**src/rtl/fetch_unit.sv**
```systemverilog
// fetch_unit: PC register, next-PC select (stall > system > jump > branch > seq), fault detection, sticky halt
module fetch_unit #(
  parameter logic [31:0] RESET_PC = 32'h0000_0000,
  parameter int ADDR_W = 6,
  parameter int MEM_WORDS = 64
) (
  input  logic clk,
  input  logic rst,
  input  logic stall,
  input  logic branch_taken,
  input  logic [31:0] branch_target,
  input  logic jump,
  input  logic [31:0] jump_target,
  input  logic [31:0] inst_in,
  output logic [ADDR_W-1:0] inst_addr,
  output logic [31:0] inst_out,
  output logic [31:0] pc,
  output logic [31:0] pc_plus4,
  output logic fetch_valid,
  output logic halted,
  output logic [1:0] fault,
  output logic [31:0] fetch_count
);
  localparam logic [31:0] NOP = 32'h0000_0013;
  localparam logic [31:0] LIMIT = 32'(MEM_WORDS * 4);
  typedef enum logic {RUN, HALT} state_t;
  state_t state, state_n;
  logic [31:0] pc_n, count_n, cand;
  logic [1:0] fault_n;
  logic sys;
  assign sys = inst_in == 32'h0000_0073 || inst_in == 32'h0010_0073;
  assign cand = jump ? (jump_target & ~32'd1) : branch_taken ? branch_target : pc_plus4;
  assign inst_addr = pc[ADDR_W+1:2];
  assign pc_plus4 = pc + 32'd4;
  assign halted = state == HALT;
  assign fetch_valid = state == RUN && !stall;
  assign inst_out = fetch_valid ? inst_in : NOP;
  always_comb begin
    state_n = state;
    pc_n = pc;
    fault_n = fault;
    count_n = fetch_count;
    if (fetch_valid) begin
      if (sys || cand[1] || cand >= LIMIT) begin
        state_n = HALT;
        fault_n = sys ? 2'd3 : cand[1] ? 2'd1 : 2'd2;
      end else begin
        pc_n = cand;
        count_n = &fetch_count ? fetch_count : fetch_count + 32'd1;
      end
    end
  end
  always_ff @(posedge clk) begin
    if (rst) begin
      state <= RUN;
      pc <= RESET_PC;
      fault <= 2'd0;
      fetch_count <= 32'd0;
    end else begin
      state <= state_n;
      pc <= pc_n;
      fault <= fault_n;
      fetch_count <= count_n;
    end
  end
endmodule

```
**config.mk**
```make
export PLATFORM = sky130hd
export DESIGN_NAME = fetch_unit
export DESIGN_NICKNAME = d
export VERILOG_FILES = /design/src/rtl/fetch_unit.sv
export SDC_FILE = /design/constraint.sdc
export NUM_CORES = 1
export LEC_CHECK = 0
export BUFFER_PORTS_ARGS = -buffer_cell sky130_fd_sc_hd__buf_2
export CORE_MARGIN = 2
export CORE_UTILIZATION = 50
export CTS_CLUSTER_DIAMETER = 120
export DETAILED_ROUTE_END_ITERATION = 8
export GPL_ROUTABILITY_DRIVEN = 0
export HOLD_SLACK_MARGIN = 0.15
export PLACE_DENSITY = 0.93
export RECOVER_POWER = 50
export SLEW_MARGIN = 10
export SYNTH_ARGS = -nofsm -noshare
export SYNTH_HDL_FRONTEND = slang
export SYNTH_SLANG_ARGS = --single-unit
```
**constraint.sdc**
```tcl
create_clock -name clk -period 5.5 [get_ports clk]
set_clock_uncertainty 0.05 [all_clocks]
set_input_delay 0.275 -clock clk [delete_from_list [all_inputs] [get_ports clk]]
set_output_delay 0.275 -clock clk [all_outputs]
set_load 0.02 [all_outputs]
```
==> results.md <==
- Total power: around 1.1 mW
- Warnings from Yosys: 0
- Leak Pwr: 2.403 nW
- HPWL Detailed: ~12000 um
- Main synth FF type: dfxtp_1
- P_sw: 0.2912 mW
- WHS: 237.7 ps
- Die Y: about 100 um
- Initial core utilization: 52.00%
- DRT Wirelength: 15890 um
- CP startpoint: pc[2]
- Status: finished clean
- Syn_nets: 680
- Gr usage total: 30.99%
- Period minus WS final: about 4000 ps
- Layout Nets: 893
- Root Buffer Master: clkbuf_8
- DR WL/cell: around 18 um
- FF+latch count, synth: 67
- Setup bufs post-CTS: 0
- Arrival time at the worst endpoint: 4170 ps
- Peak VDD IR: 0.0001571 V
- Crit path cell chain: nand4_1 -> or3_1 -> nor3_1 -> xnor2_1 -> o221ai_1 -> or2_1 -> nor3_4 -> buf_4 -> nor2_2 -> and2_1
- Post-synth EDFFs: 0
- Comb pwr share: 15.0%
- Hold-fix buffers at CTS: 1
- Initial DRT Pass Iterations: 5
- Number of buffers created by CTS: 9
- RR Endpoint: pc[16]
- Clk slew on worst S/H paths: 70 ps
- Synth area leader: dfxtp_1
- P_int: 0.7665 mW
- Reg-to-Reg Start: pc[2]
- Crit path max-delay cell type: or3_1
- Seq/Total Area, Yosys: 29.43%
- Die Wd: 99.47 um
- Most common cell in the netlist: dfxtp_1
- Synthesized area per cell: 7.898 um2
- Top delay family on crit path: simple AND/OR/NAND/NOR gates
- Die area: 9893 um2
- DRC Markers: 0
- Top cells by area, synth: dfxtp_1 (29%), and2_1 (7.7%), nor2_1 (4.6%)
- Share of layout cells above drive strength 1: 23.27%
- Clock network power share: 38.8%
- Sw Share: 27.53%
- Register area: 1341 um2
- WP buf/inv: 1
- Crit Path Class: reg -> reg
- Tightest Hold Check Type: in -> reg
- Post-route ant nets: 0
- RSZ-0062 raised after global routing: no
- Worst slew pin tran: 703.3 ps
- Port buffer count: 237
- Netlist Area Pre-Place: 4557 um2
- Max cap viols: 0
- Crit path largest cell delay: 640 ps
- Via Count: around 5.4k
- Synth top cells by count: dfxtp_1 (67), and2_1 (56), nor2_1 (56), nand4_1 (31), nand3_1 (30)
- CP startpoint kind: register
- Worst EP required: 5680 ps
- Worst-path fanout max: 23
- TritonCTS clock tree: built
- Fin. Hold Viols: 0
- Final setup fails: 0
- Grt ovf: 0
- First-pass GRT wire length: 24300 um
- Hold Crit Endpoint: halted
- FF-to-FF path depth: 10
- Reg power frac: 46.3%
- Ratio of final minimum period to clock period: ~72%
- Max-slew violations: 0
- # clock sinks: 67
- Syn Inst Count: 577
- Synth top area share: 29.43%
- Netlist cell types: 71
- Hold Path Depth: 3
- Io pins: 239
- H-Tree Depth: 3
- Multi-input gate area: 2935 um2
- Vias/cell: roughly 5.9
- Number of global-route vias before repair: a little under 5k
- Largest net degree at the start of global routing: 53
- Layout area overhead: 26.50%
- Fillers: 827
- Initial antenna violation count: 1
- Clk_lat worst skew: 340 ps
- PD cells: between 150 and 200 nW/um2
- FMAX: 0.2509 GHz
- Slew HR: 52.75%
- Rows: 34
- Max Root-Sink Buffers: 2
- Ys async rst share: 0%
- CP Capture Type: register
- Reg2reg setup slack: 1510 ps
- Initial DRC count: 380
- Hold path startpoint: stall
- CTS resizes: 0
- Setup TNS: 0 ps
- Core Area: 8763 um2
metrics by stage:
stage | setup WS (ps) | cell area, um2 | instances | util, %
global route | 1231 | 5762 | 903 | 65.75
detailed placement | 1687 | 5684 | 886 | 64.86
CTS | 1590 | 5888 | 903 | 67.19
finish | 1514 | 5764 | 904 | 65.78
global placement | 1682 | 5684 | 886 | 64.86
floorplan | 2073 | 4557 | 577 | -
worst max-delay path by stage:
stage	to	depth (start not counted)
2_1_floorplan	fetch_count[24]	10
6_report	pc[16]	10
3_5_place_dp	pc[16]	10
3_3_place_gp	pc[25]	10
5_1_grt	pc[16]	10
4_1_cts	pc[16]	10
registers in the layout (all words and copies together), names as in the netlist:
name / count
fetch_count: 32
pc: 32
fault: 2
halted: 1
worst reg2reg max path, delay by kind of cell (launching register included):
| kind | cells | cell delay (ps) |
|---|---|---|
| and+or+nand+nor | 7 | 2520 |
| DFF | 1 | 580 |
| buffers and inverters | 1 | 280 |
| AOI/OAI and AO/OA | 1 | 240 |
| xor gates and xnor gates | 1 | 200 |
cell families (layout without fill, tap and decap cells):
family                   count (synthesis)  in the layout  synth area share [%]
other                                    0              1                     0
AND/OR/NAND/NOR                        311            311                 38.83
multiplexers                            16             16                 3.762
flip-flops                              67             67                 29.43
XOR/XNOR                                34             34                 6.535
adder cells (fa/ha/maj)                  2              2                0.5491
AO/OA/AOI/OAI                           90             90                 14.74
buffers and inverters                   57            275                 6.150
area by class of cell:
type	count	share of cell area, %
repair buffers	240	18.82
diodes	1	0.04341
well taps	108	2.344
clock inverters	5	0.9117
inverters	19	1.237
clock buffers	11	2.453
flip-flops and latches	67	23.27
multi-input cells	453	50.92
power by group through the flow:
stage | sequential, mW | combinational, mW | clock, mW
floorplan | 0.503 | 0.0865 | 0
global placement | 0.500 | 0.157 | 0
detailed placement | 0.500 | 0.158 | 0
CTS | 0.489 | 0.160 | 0.415
global route | 0.490 | 0.170 | 0.435
finish | 0.489 | 0.158 | 0.410
layer usage:
| layer | wire length, um | GRT usage (%) | vias up | share of wire (%) |
|---|---|---|---|---|
| met5 | 13 | 0 | - | 0.082 |
| met4 | 539 | 12.12 | 2 | 3.4 |
| met3 | 1915 | 10.68 | 58 | 12 |
| met2 | 7248 | 50.99 | 311 | 46 |
| met1 | 6172 | 37.28 | 2457 | 39 |
| li1 | - | - | 2528 | - |
cells in the final DEF (no fill, tap or decap), types with 4 or more instances in the layout:
cell        n
clkbuf_8   10
o31ai_1     7
buf_2     136
mux2_2      4
nor4_1     21
nand4_1    31
a31o_2      4
or3_1      14
inv_1      17
mux2i_1     7
a211oi_2    4
and4_1      5
o21ai_0    13
nor2_1     56
and3_1     14
nand3_1    30
nor3_1     25
and2_1     56
clkbuf_1  102
nand2_1    27
dfxtp_1    67
mux2_1      5
xor2_1     12
a21oi_1    27
nor2b_1     8
xnor2_1    22
No activity file was read; power rests on OpenSTA's default activity.
